File: src/rtl/crtc6845_gen.sv
// crtc6845_gen: 6845-class CRT timing generator (sync, DE, cursor, MA/RA).
// Light-pen capture into R16/R17 is built only when CRTC_LPEN_EN is defined.
module crtc6845_gen #(
    parameter int MA_W      = 14,
    parameter int RA_W      = 5,
    parameter int H_W       = 8,
    parameter int V_W       = 7,
    parameter int H_TOTAL   = 113,
    parameter int H_DISP    = 80,
    parameter int H_SYNCPOS = 90,
    parameter int V_TOTAL   = 31,
    parameter int V_DISP    = 25,
    parameter int V_SYNCPOS = 28,
    parameter int V_MAXSCAN = 7
) (
    input  logic            CLOCK,
    input  logic            RESET,
    input  logic            CLKEN,
    input  logic            nCS,
    input  logic            R_nW,
    input  logic            RS,
    input  logic [7:0]      DI,
    output logic [7:0]      DO,
    input  logic            LPSTB,
    output logic            HSYNC,
    output logic            VSYNC,
    output logic            DE,
    output logic            CURSOR,
    output logic [MA_W-1:0] MA,
    output logic [RA_W-1:0] RA
);

    logic [4:0]      addr_q;
    logic [H_W-1:0]  r0_q, r1_q, r2_q;
    logic [7:0]      r3_q;
    logic [V_W-1:0]  r4_q, r6_q, r7_q;
    logic [RA_W-1:0] r5_q, r9_q, cs_q, ce_q;
    logic [1:0]      skew_q, blink_q;
    logic [MA_W-1:0] sa_q, cur_q;

    always_ff @(posedge CLOCK) begin
        if (RESET) begin
            addr_q  <= '0;
            r0_q    <= H_W'(H_TOTAL);
            r1_q    <= H_W'(H_DISP);
            r2_q    <= H_W'(H_SYNCPOS);
            r3_q    <= '0;
            r4_q    <= V_W'(V_TOTAL);
            r5_q    <= '0;
            r6_q    <= V_W'(V_DISP);
            r7_q    <= V_W'(V_SYNCPOS);
            r9_q    <= RA_W'(V_MAXSCAN);
            skew_q  <= '0;
            blink_q <= '0;
            cs_q    <= '0;
            ce_q    <= '0;
            sa_q    <= '0;
            cur_q   <= '0;
        end else if (!nCS && !R_nW) begin
            if (!RS) begin
                addr_q <= DI[4:0];
            end else begin
                case (addr_q)
                    5'd0:  r0_q <= H_W'(DI);
                    5'd1:  r1_q <= H_W'(DI);
                    5'd2:  r2_q <= H_W'(DI);
                    5'd3:  r3_q <= DI;
                    5'd4:  r4_q <= V_W'(DI);
                    5'd5:  r5_q <= RA_W'(DI);
                    5'd6:  r6_q <= V_W'(DI);
                    5'd7:  r7_q <= V_W'(DI);
                    5'd8:  skew_q <= DI[5:4];
                    5'd9:  r9_q <= RA_W'(DI);
                    5'd10: begin
                        blink_q <= DI[6:5];
                        cs_q    <= RA_W'(DI[4:0]);
                    end
                    5'd11: ce_q <= RA_W'(DI);
                    5'd12: sa_q <= MA_W'({DI, sa_q[7:0]});
                    5'd13: sa_q[7:0] <= DI;
                    5'd14: cur_q <= MA_W'({DI, cur_q[7:0]});
                    5'd15: cur_q[7:0] <= DI;
                    default: ;
                endcase
            end
        end
    end

    logic [H_W-1:0]  hcc_q, hcc_d;
    logic [RA_W-1:0] line_q, line_d;
    logic [V_W-1:0]  row_q, row_d;
    logic            in_adj_q, in_adj_d;
    logic [4:0]      fc_q, fc_d;
    logic [MA_W-1:0] rs_q, rs_d;
    logic            hs_act_q, hs_act_d, vs_act_q, vs_act_d;
    logic            vs_done_q, vs_done_d;
    logic [4:0]      hs_cnt_q, hs_cnt_d, vs_cnt_q, vs_cnt_d;
    logic [1:0]      de_p_q, cur_p_q;

    logic            line_end, frame_start, hs_start, vs_start;
    logic            hs_now, vs_now, de_raw, cur_raw, blink_ok;
    logic            de_sel, cur_sel;
    logic [4:0]      hsw_e, vsw_e, hs_cnt_now, vs_cnt_now;
    logic [MA_W-1:0] ma_now;

    // Sync width field of 0 encodes the maximum of 16.
    assign hsw_e = (r3_q[3:0] == 4'd0) ? 5'd16 : {1'b0, r3_q[3:0]};
    assign vsw_e = (r3_q[7:4] == 4'd0) ? 5'd16 : {1'b0, r3_q[7:4]};

    always_comb begin
        hcc_d       = hcc_q;
        line_d      = line_q;
        row_d       = row_q;
        in_adj_d    = in_adj_q;
        fc_d        = fc_q;
        rs_d        = rs_q;
        hs_act_d    = hs_act_q;
        hs_cnt_d    = hs_cnt_q;
        vs_act_d    = vs_act_q;
        vs_cnt_d    = vs_cnt_q;
        vs_done_d   = vs_done_q;
        frame_start = 1'b0;

        ma_now   = rs_q + MA_W'(hcc_q);
        line_end = (hcc_q == r0_q);
        hs_start = (hcc_q == r2_q);
        vs_start = !vs_done_q && !in_adj_q && (hcc_q == '0)
                   && (line_q == '0) && (row_q == r7_q);

        hs_cnt_now = hs_start ? hsw_e : hs_cnt_q;
        hs_now     = hs_start || hs_act_q;
        vs_cnt_now = vs_start ? vsw_e : vs_cnt_q;
        vs_now     = vs_start || vs_act_q;

        case (blink_q)
            2'b00:   blink_ok = 1'b1;
            2'b01:   blink_ok = 1'b0;
            2'b10:   blink_ok = !fc_q[3];
            default: blink_ok = !fc_q[4];
        endcase

        de_raw  = (hcc_q < r1_q) && (row_q < r6_q);
        cur_raw = de_raw && (ma_now == cur_q) && (cs_q <= line_q)
                  && (line_q <= ce_q) && blink_ok;

        case (skew_q)
            2'd0:    begin de_sel = de_raw;    cur_sel = cur_raw;    end
            2'd1:    begin de_sel = de_p_q[0]; cur_sel = cur_p_q[0]; end
            2'd2:    begin de_sel = de_p_q[1]; cur_sel = cur_p_q[1]; end
            default: begin de_sel = 1'b0;      cur_sel = 1'b0;       end
        endcase

        if (CLKEN) begin
            hcc_d    = line_end ? '0 : hcc_q + H_W'(1);
            hs_act_d = hs_now && (hs_cnt_now != 5'd1);
            hs_cnt_d = hs_now ? hs_cnt_now - 5'd1 : hs_cnt_now;

            if (vs_start) vs_done_d = 1'b1;
            vs_act_d = vs_now && !(line_end && vs_cnt_now == 5'd1);
            vs_cnt_d = (vs_now && line_end) ? vs_cnt_now - 5'd1 : vs_cnt_now;

            if (line_end) begin
                if (in_adj_q) begin
                    if (line_q == r5_q - RA_W'(1)) frame_start = 1'b1;
                    else line_d = line_q + RA_W'(1);
                end else if (line_q == r9_q) begin
                    line_d = '0;
                    rs_d   = rs_q + MA_W'(r1_q);
                    if (row_q == r4_q) begin
                        if (r5_q != '0) in_adj_d = 1'b1;
                        else frame_start = 1'b1;
                    end else begin
                        row_d = row_q + V_W'(1);
                    end
                end else begin
                    line_d = line_q + RA_W'(1);
                end
            end

            if (frame_start) begin
                line_d    = '0;
                row_d     = '0;
                in_adj_d  = 1'b0;
                rs_d      = sa_q;
                fc_d      = fc_q + 5'd1;
                vs_done_d = 1'b0;
            end
        end
    end

    always_ff @(posedge CLOCK) begin
        if (RESET) begin
            hcc_q     <= '0;
            line_q    <= '0;
            row_q     <= '0;
            in_adj_q  <= 1'b0;
            fc_q      <= '0;
            rs_q      <= '0;
            hs_act_q  <= 1'b0;
            hs_cnt_q  <= '0;
            vs_act_q  <= 1'b0;
            vs_cnt_q  <= '0;
            vs_done_q <= 1'b0;
            de_p_q    <= '0;
            cur_p_q   <= '0;
            HSYNC     <= 1'b0;
            VSYNC     <= 1'b0;
            DE        <= 1'b0;
            CURSOR    <= 1'b0;
            MA        <= '0;
            RA        <= '0;
        end else if (CLKEN) begin
            hcc_q     <= hcc_d;
            line_q    <= line_d;
            row_q     <= row_d;
            in_adj_q  <= in_adj_d;
            fc_q      <= fc_d;
            rs_q      <= rs_d;
            hs_act_q  <= hs_act_d;
            hs_cnt_q  <= hs_cnt_d;
            vs_act_q  <= vs_act_d;
            vs_cnt_q  <= vs_cnt_d;
            vs_done_q <= vs_done_d;
            de_p_q    <= {de_p_q[0], de_raw};
            cur_p_q   <= {cur_p_q[0], cur_raw};
            HSYNC     <= hs_now;
            VSYNC     <= vs_now;
            DE        <= de_sel;
            CURSOR    <= cur_sel;
            MA        <= ma_now;
            RA        <= line_q;
        end
    end

    logic [15:0] cur16;
    assign cur16 = 16'(cur_q);

`ifdef CRTC_LPEN_EN
    logic [2:0]      lps_q;
    logic            lp_arm_q;
    logic [MA_W-1:0] lpa_q;
    logic [15:0]     lp16;

    assign lp16 = 16'(lpa_q);

    // Only the first strobe edge of a frame is captured.
    always_ff @(posedge CLOCK) begin
        if (RESET) begin
            lps_q    <= '0;
            lp_arm_q <= 1'b1;
            lpa_q    <= '0;
        end else begin
            lps_q <= {lps_q[1:0], LPSTB};
            if (lps_q[1] && !lps_q[2] && lp_arm_q) begin
                lpa_q    <= MA;
                lp_arm_q <= 1'b0;
            end
            if (CLKEN && frame_start) lp_arm_q <= 1'b1;
        end
    end
`else
    logic unused_lpstb;
    assign unused_lpstb = LPSTB;
`endif

    always_comb begin
        DO = 8'hFF;
        if (!nCS) begin
            DO = 8'h00;
            if (RS) begin
                case (addr_q)
                    5'd14: DO = cur16[15:8];
                    5'd15: DO = cur16[7:0];
`ifdef CRTC_LPEN_EN
                    5'd16: DO = lp16[15:8];
                    5'd17: DO = lp16[7:0];
`endif
                    default: DO = 8'h00;
                endcase
            end
        end
    end

endmodule

File: config.mk
export PLATFORM = sky130hd
export DESIGN_NAME = crtc6845_gen
export DESIGN_NICKNAME = d
export VERILOG_FILES = /design/src/rtl/crtc6845_gen.sv
export SDC_FILE = /design/constraint.sdc
export NUM_CORES = 1
export LEC_CHECK = 0
export ABC_AREA = 1
export BUFFER_PORTS_ARGS = -buffer_cell sky130_fd_sc_hd__buf_2
export CAP_MARGIN = 15
export CORE_UTILIZATION = 60
export CTS_BUF_LIST = sky130_fd_sc_hd__clkbuf_4 sky130_fd_sc_hd__clkbuf_8
export CTS_CLUSTER_SIZE = 24
export DETAILED_ROUTE_END_ITERATION = 10
export PLACE_DENSITY = 0.81
export SETUP_SLACK_MARGIN = 0.1
export SYNTH_ARGS = -nofsm -noshare
export SYNTH_HDL_FRONTEND = slang
export SYNTH_SLANG_ARGS = --single-unit
File: constraint.sdc
create_clock -name CLOCK -period 2.4 [get_ports CLOCK]
set_input_delay 0.72 -clock CLOCK [delete_from_list [all_inputs] [get_ports CLOCK]]
set_output_delay 0.72 -clock CLOCK [all_outputs]
set_load 0.05 [all_outputs]
# [Yosys cells after proc, flatten, opt, wreduce, memory -nomap -nowiden]
# Index checks and enable logic that the tools add are counted.
[totals] register_bits=190 in_bits=15 output_inout_bits=31
[op_classes] n_addsub=9 magnitude_cmp=4 eq_ne=31 muxes=42 n_bitwise=1 reduce_logical=57
[op_table] op="2-to-1 mux 14 bit" count=4
[op_table] op="2-to-1 mux 5 bit" count=11
[op_table] op="AND reduction 3 bit" count=17
[op_table] op="equality test 5 x 4 -> 1 bit, second input constant" count=8
[op_table] op="2-to-1 mux 7 bit" count=5
[op_table] op="adder 14 x 8 -> 14 bit" count=2
[op_table] op="2-to-1 mux 8 bit" count=3
[op_table] op="equality test 5 x 3 -> 1 bit, second input constant" count=4
[op_table] op="equality test 8 bit" count=2
[op_table] op="one-hot mux 8 bit (2 select lines)" count=1
[op_table] op="2-to-1 mux 1 bit" count=15
[op_table] op="subtractor 5 x 1 -> 5 bit, second input constant" count=3
[op_table] op="equality test 14 bit" count=1
[op_table] op="equality test 7 bit" count=2
[op_table] op="logical AND 1 bit" count=14
[op_table] op="adder 5 x 1 -> 5 bit, second input constant" count=2
[op_table] op="equality test 5 x 1 -> 1 bit, second input constant" count=2
[op_table] op="equality test 5 x 2 -> 1 bit, second input constant" count=2
[op_table] op="equality test 5 bit" count=2
[op_table] op="<= comparator 5 bit" count=2
[op_table] op="logical NOT 5 bit" count=2
[op_table] op="one-hot mux 1 bit (3 select lines)" count=3
[op_table] op="adder 8 x 1 -> 8 bit, second input constant" count=1
[op_table] op="logical NOT 4 bit" count=2
[op_table] op="18 further kinds" count=34

# [Longest topological paths before layout]
[logic_depth] ltp_word=10 mapped_depth=18 mapped_depth_nobuf=18

# [Least setup slack after synthesis]
# Ideal clock, no wire load.
[synth_timing] kind="flip-flop to output port" startpoint="register addr_q[4]" endpoint="output DO[6]" arrival_time_ns=2.189 path_slack_ns=-0.509 stages_incl_launch_ff=7 path_buffers=1 cell_sequence="dfxtp_1 clkbuf_1 nor3_1 inv_1 nor2_1 inv_1 o31ai_1"
[synth_between] elab_chain_cells=4 word_cells_on_any_way=5 cone_classes="eq/ne: 2; mux: 3"
[synth_lines] element="start, declared" line="33" rtl="logic [4:0] addr_q;"
[synth_lines] element="start signal, assigned" line="61" rtl="addr_q <= DI[4:0];"
[synth_lines] element="equality test 5 x 4 -> 1 bit" line="271" rtl="case (addr_q)"
[synth_lines] element="one-hot mux 8 bit (2 select lines) (*)" line="271"
[synth_lines] element="2-to-1 mux 8 bit (*)" line="270" rtl="if (RS) begin"
[synth_lines] element="2-to-1 mux 8 bit (*)" line="268" rtl="if (!nCS) begin"
[synth_lines] element="end, declared" line="23" rtl="output logic [7:0] DO,"
# Mark *: on every way between the ends. The rest lies on a longest branch, timed or not.

# [Worst setup path in the final report]
[layout_timing] startpoint="register addr_q[3]" endpoint="output DO[0]"
# The elaborated chain is that of the path after synthesis.

==> summary.txt <==
Clock tree
  – Reg clk slew, reported paths: roughly 0.10 ns
  – Total CTS buffers: 17
  – Clock Path Buffers: 2
  – # clock sinks: 190
  – Worst skew pair latency: 0.49 ns
  – H-tree level count: 4
  – Hold_buf cts: 0
  – CTS tree: done
  – Root Driver: clkbuf_8

Layout
  – FILL cells: 1,260
  – Register Area: 3844 um^2
  – Fraction of layout cells with a size suffix above 1: 20.40%
  – N_diodes: 0
  – Non-Filler Cell Area, Final: 12,420 um^2
  – Multi-input logic area: 5852 um^2
  – Syn-to-layout area delta: 20.02%
  – Nets: between 1,500 and 2,000

Yosys
  – Mapped Area: 10,340 um^2
  – Share of the synthesized area in the top cell type: a little under two fifths
  – Mapped Avg Cell Area: 7.134 um^2
  – Largest family of logic cells by synthesized area: simple AND/OR/NAND/NOR gates
  – Synth warnings: 0
  – Top FF cell, synth: dfxtp_1
  – Syn nets: 1,517
  – Synth Register Bits: 190
  – Post-Synth XOR/XNOR Area: between 4 and 5%
  – Mux cell area share after synthesis: 0%
  – Adder-cell share of the synthesized area: under 10%
  – Synth Area in Compound Gates: 19.58%
  – Post-synth EDFFs: 0
  – Simple-gate portion of the synthesized area: 23.06%
  – Unique masters post-synth: 61
  – Synth Instances: 1,450
  – Async set-or-reset flop fraction in the synthesized netlist: 0%
  – Area leader, netlist: dfxtp_1
  – Top post-synthesis cells by area: dfxtp_1 37%, nand2_1 9.4%, a21oi_1 7.3%
  – Register area share after synthesis: roughly 37%

Flow run
  – # Max-Cap Violations: 0

Power and ir drop
  – Part of the power in registers: a little over half
  – Pwr/cell area: 481.7 nW/um^2
  – Gate power share: 10.2%
  – Int Pwr: 4.250 mW
  – Clock power share: 35.6%
  – Total power: approximately 6 mW
  – Switching pwr: 1.731 mW
  – VDD IR max: 0.5724 mV
  – Leakage power: about 5.6 nW
  – Switching Fraction: 28.94%

Critical path
  – Crit. End Element: output port
  – Critical path class: register to output port
  – Setup crit start kind: register
  – Critical path peak fanout: 3
  – WP data arrival: 1.84 ns
  – Worst Path Required: around 1.7 ns
  – Reg-to-reg setup timing slack: -0.02 ns

Placed design
  – Placed instance area: 11,430 um^2
  – Placer's final routability congestion estimate: 0.9906
  – Detailed placement HPWL: approximately 21 mm
  – PortBufs: 44

STA
  – Worst-Margin Slew: 0.7485 ns
  – Fin crit share: 106.8%
  – Setup_tns: -1.099 ns
  – Final Hold Viols: 0
  – Final Skew: ~0.012 ns
  – Worst slew margin: 50.04%
  – Final Critical Period: 2.563 ns
  – Final slew viol count: 0
  – RSZ-0062 raised after global routing: true
  – Highest clock rate: 0.3901 GHz
  – Min setup slack post-route: -0.1632 ns
  – Final setup viols: 9

Floorplan
  – Die area: 17,770 um^2
  – Initial Util: approximately three fifths
  – Ports: 46
  – Core footprint: 16,700 um^2
  – Die extent in x: 133.3 um
  – Die H: 133.3 um
  – Rows: 47

Routing
  – Detailed Route Iter0 Violations: 1,022
  – Vias/cell: about 5.8
  – Via count: about 11,000
  – Antenna viol nets, final: 0
  – First-pass DRT Iterations: 6
  – DRC: 0
  – Avg WL per Cell: between 15 and 20 um
  – WL final: approximately 31 mm

GRT
  – GR Overflow Total: 0
  – First-pass GRT wire length: 47.06 mm
  – Gr usage total: 33.66%
  – Initial antenna violation count: 0
  – Largest net degree at the start of global routing: 56
  – Vias in the first global route: 9,556

Hold path
  – Hold crit path type: register to register

Run status
  – Failing checks: negative setup slack
  – Status: finished with violations
==> cell usage after synthesis (22+ instances only) <==
cell,instances
dfxtp_1,190
clkbuf_1,34
o211ai_1,33
nand2_1,258
inv_1,179
nand4_1,22
nor3_1,26
xor2_1,29
nand3_1,73
ha_1,50
a21oi_1,151
o21ai_0,138
nor2_1,122
==> critical path, cell delays in order (launching register included) <==
cell     delay [ns]
dfxtp_2        0.37
inv_4          0.05
nor3_4         0.16
inv_2          0.09
nor2_4         0.10
buf_4          0.13
a22o_1         0.13
nand2_1        0.08
nand2_1        0.09
buf_6          0.16
==> sequential cells by signal, summed over array words and instances (netlist names), 14 cells and up <==
name and cells:
cur_q 14, MA 14, sa_q 14, rs_q 14
==> per-layer routing <==
| metal | vias up | wire (um) | GRT usage (%) |
|---|---|---|---|
| met3 | 100 | 2573 | 5.822 |
| li1 | 5067 | - | - |
| met2 | 499 | 14190 | 53.85 |
| met1 | 4877 | 12860 | 44.17 |
| met5 | - | 0 | 0 |
| met4 | 0 | 1122 | 15.85 |
==> path summary, 6_finish.rpt <==
path | start | to | depth (start not counted)
setup / recovery | addr_q[3] | DO[0] | 9
hold / removal | vs_done_q | vs_done_q | 2
setup reg to reg | hcc_q[0] | CURSOR | 15
hold reg to reg | vs_done_q | vs_done_q | 2
==> logic make-up (layout without fill, tap and decap cells) <==
group	after synthesis	count (layout)
AOI/OAI and AO/OA	367	367
DFF	190	190
xor gates and xnor gates	52	52
adders and majority gates	52	52
and+or+nand+nor	544	544
buffers and inverters	245	388
==> per-stage QoR <==
| step | hold WS (ns) | util [%] | cells | setup WS [ns] |
|---|---|---|---|---|
| 3_3_place_gp | 0.4340 | 68.42 | 1759 | -0.02536 |
| 3_5_place_dp | 0.4419 | 68.42 | 1759 | -0.06245 |
| 4_1_cts | 0.4561 | 71.79 | 1797 | -0.1478 |
| 5_1_grt | 0.4572 | 74.34 | 1813 | -0.2367 |
| 2_1_floorplan | 0.4259 | - | 1450 | -0.08644 |
| 6_report | 0.4567 | 74.34 | 1813 | -0.1632 |
==> final cells by class <==
class | count | area share, %
sequential | 190 | 30.96
clock buffer | 17 | 1.885
multi-input combinational | 1015 | 47.13
timing repair buffer | 167 | 10.50
tap | 220 | 2.217
clock inverter | 15 | 1.209
inverter | 189 | 6.097
==> cell usage in the layout, fill, tap and decap left out, types with 33 or more instances in the layout <==
cell and n:
nand2_1 255, dfxtp_1 174, inv_1 159, a21oi_1 150
o21ai_0 132, nor2_1 113, buf_4 110, nand3_1 70
ha_1 43, buf_2 36, o211ai_1 33
==> timing repair <==
item | in CTS | in global routing
pin swaps | 11 | 38
buffers inserted | 6 | 16
hold endpoints to repair | 0 | 0
gates resized for setup | 53 | 92
setup endpoints to repair | 30 | 55
==> power by group through the flow <==
| stage | combinational [mW] | clock [mW] | sequential [mW] |
|---|---|---|---|
| 6_report | 0.612 | 2.13 | 3.24 |
| 5_1_grt | 0.656 | 2.29 | 3.24 |
| 4_1_cts | 0.570 | 2.14 | 3.24 |
| 3_5_place_dp | 0.547 | 0 | 3.31 |
| 3_3_place_gp | 0.539 | 0 | 3.31 |
| 2_1_floorplan | 0.287 | 0 | 3.38 |
No activity file was read; power rests on OpenSTA's default activity.
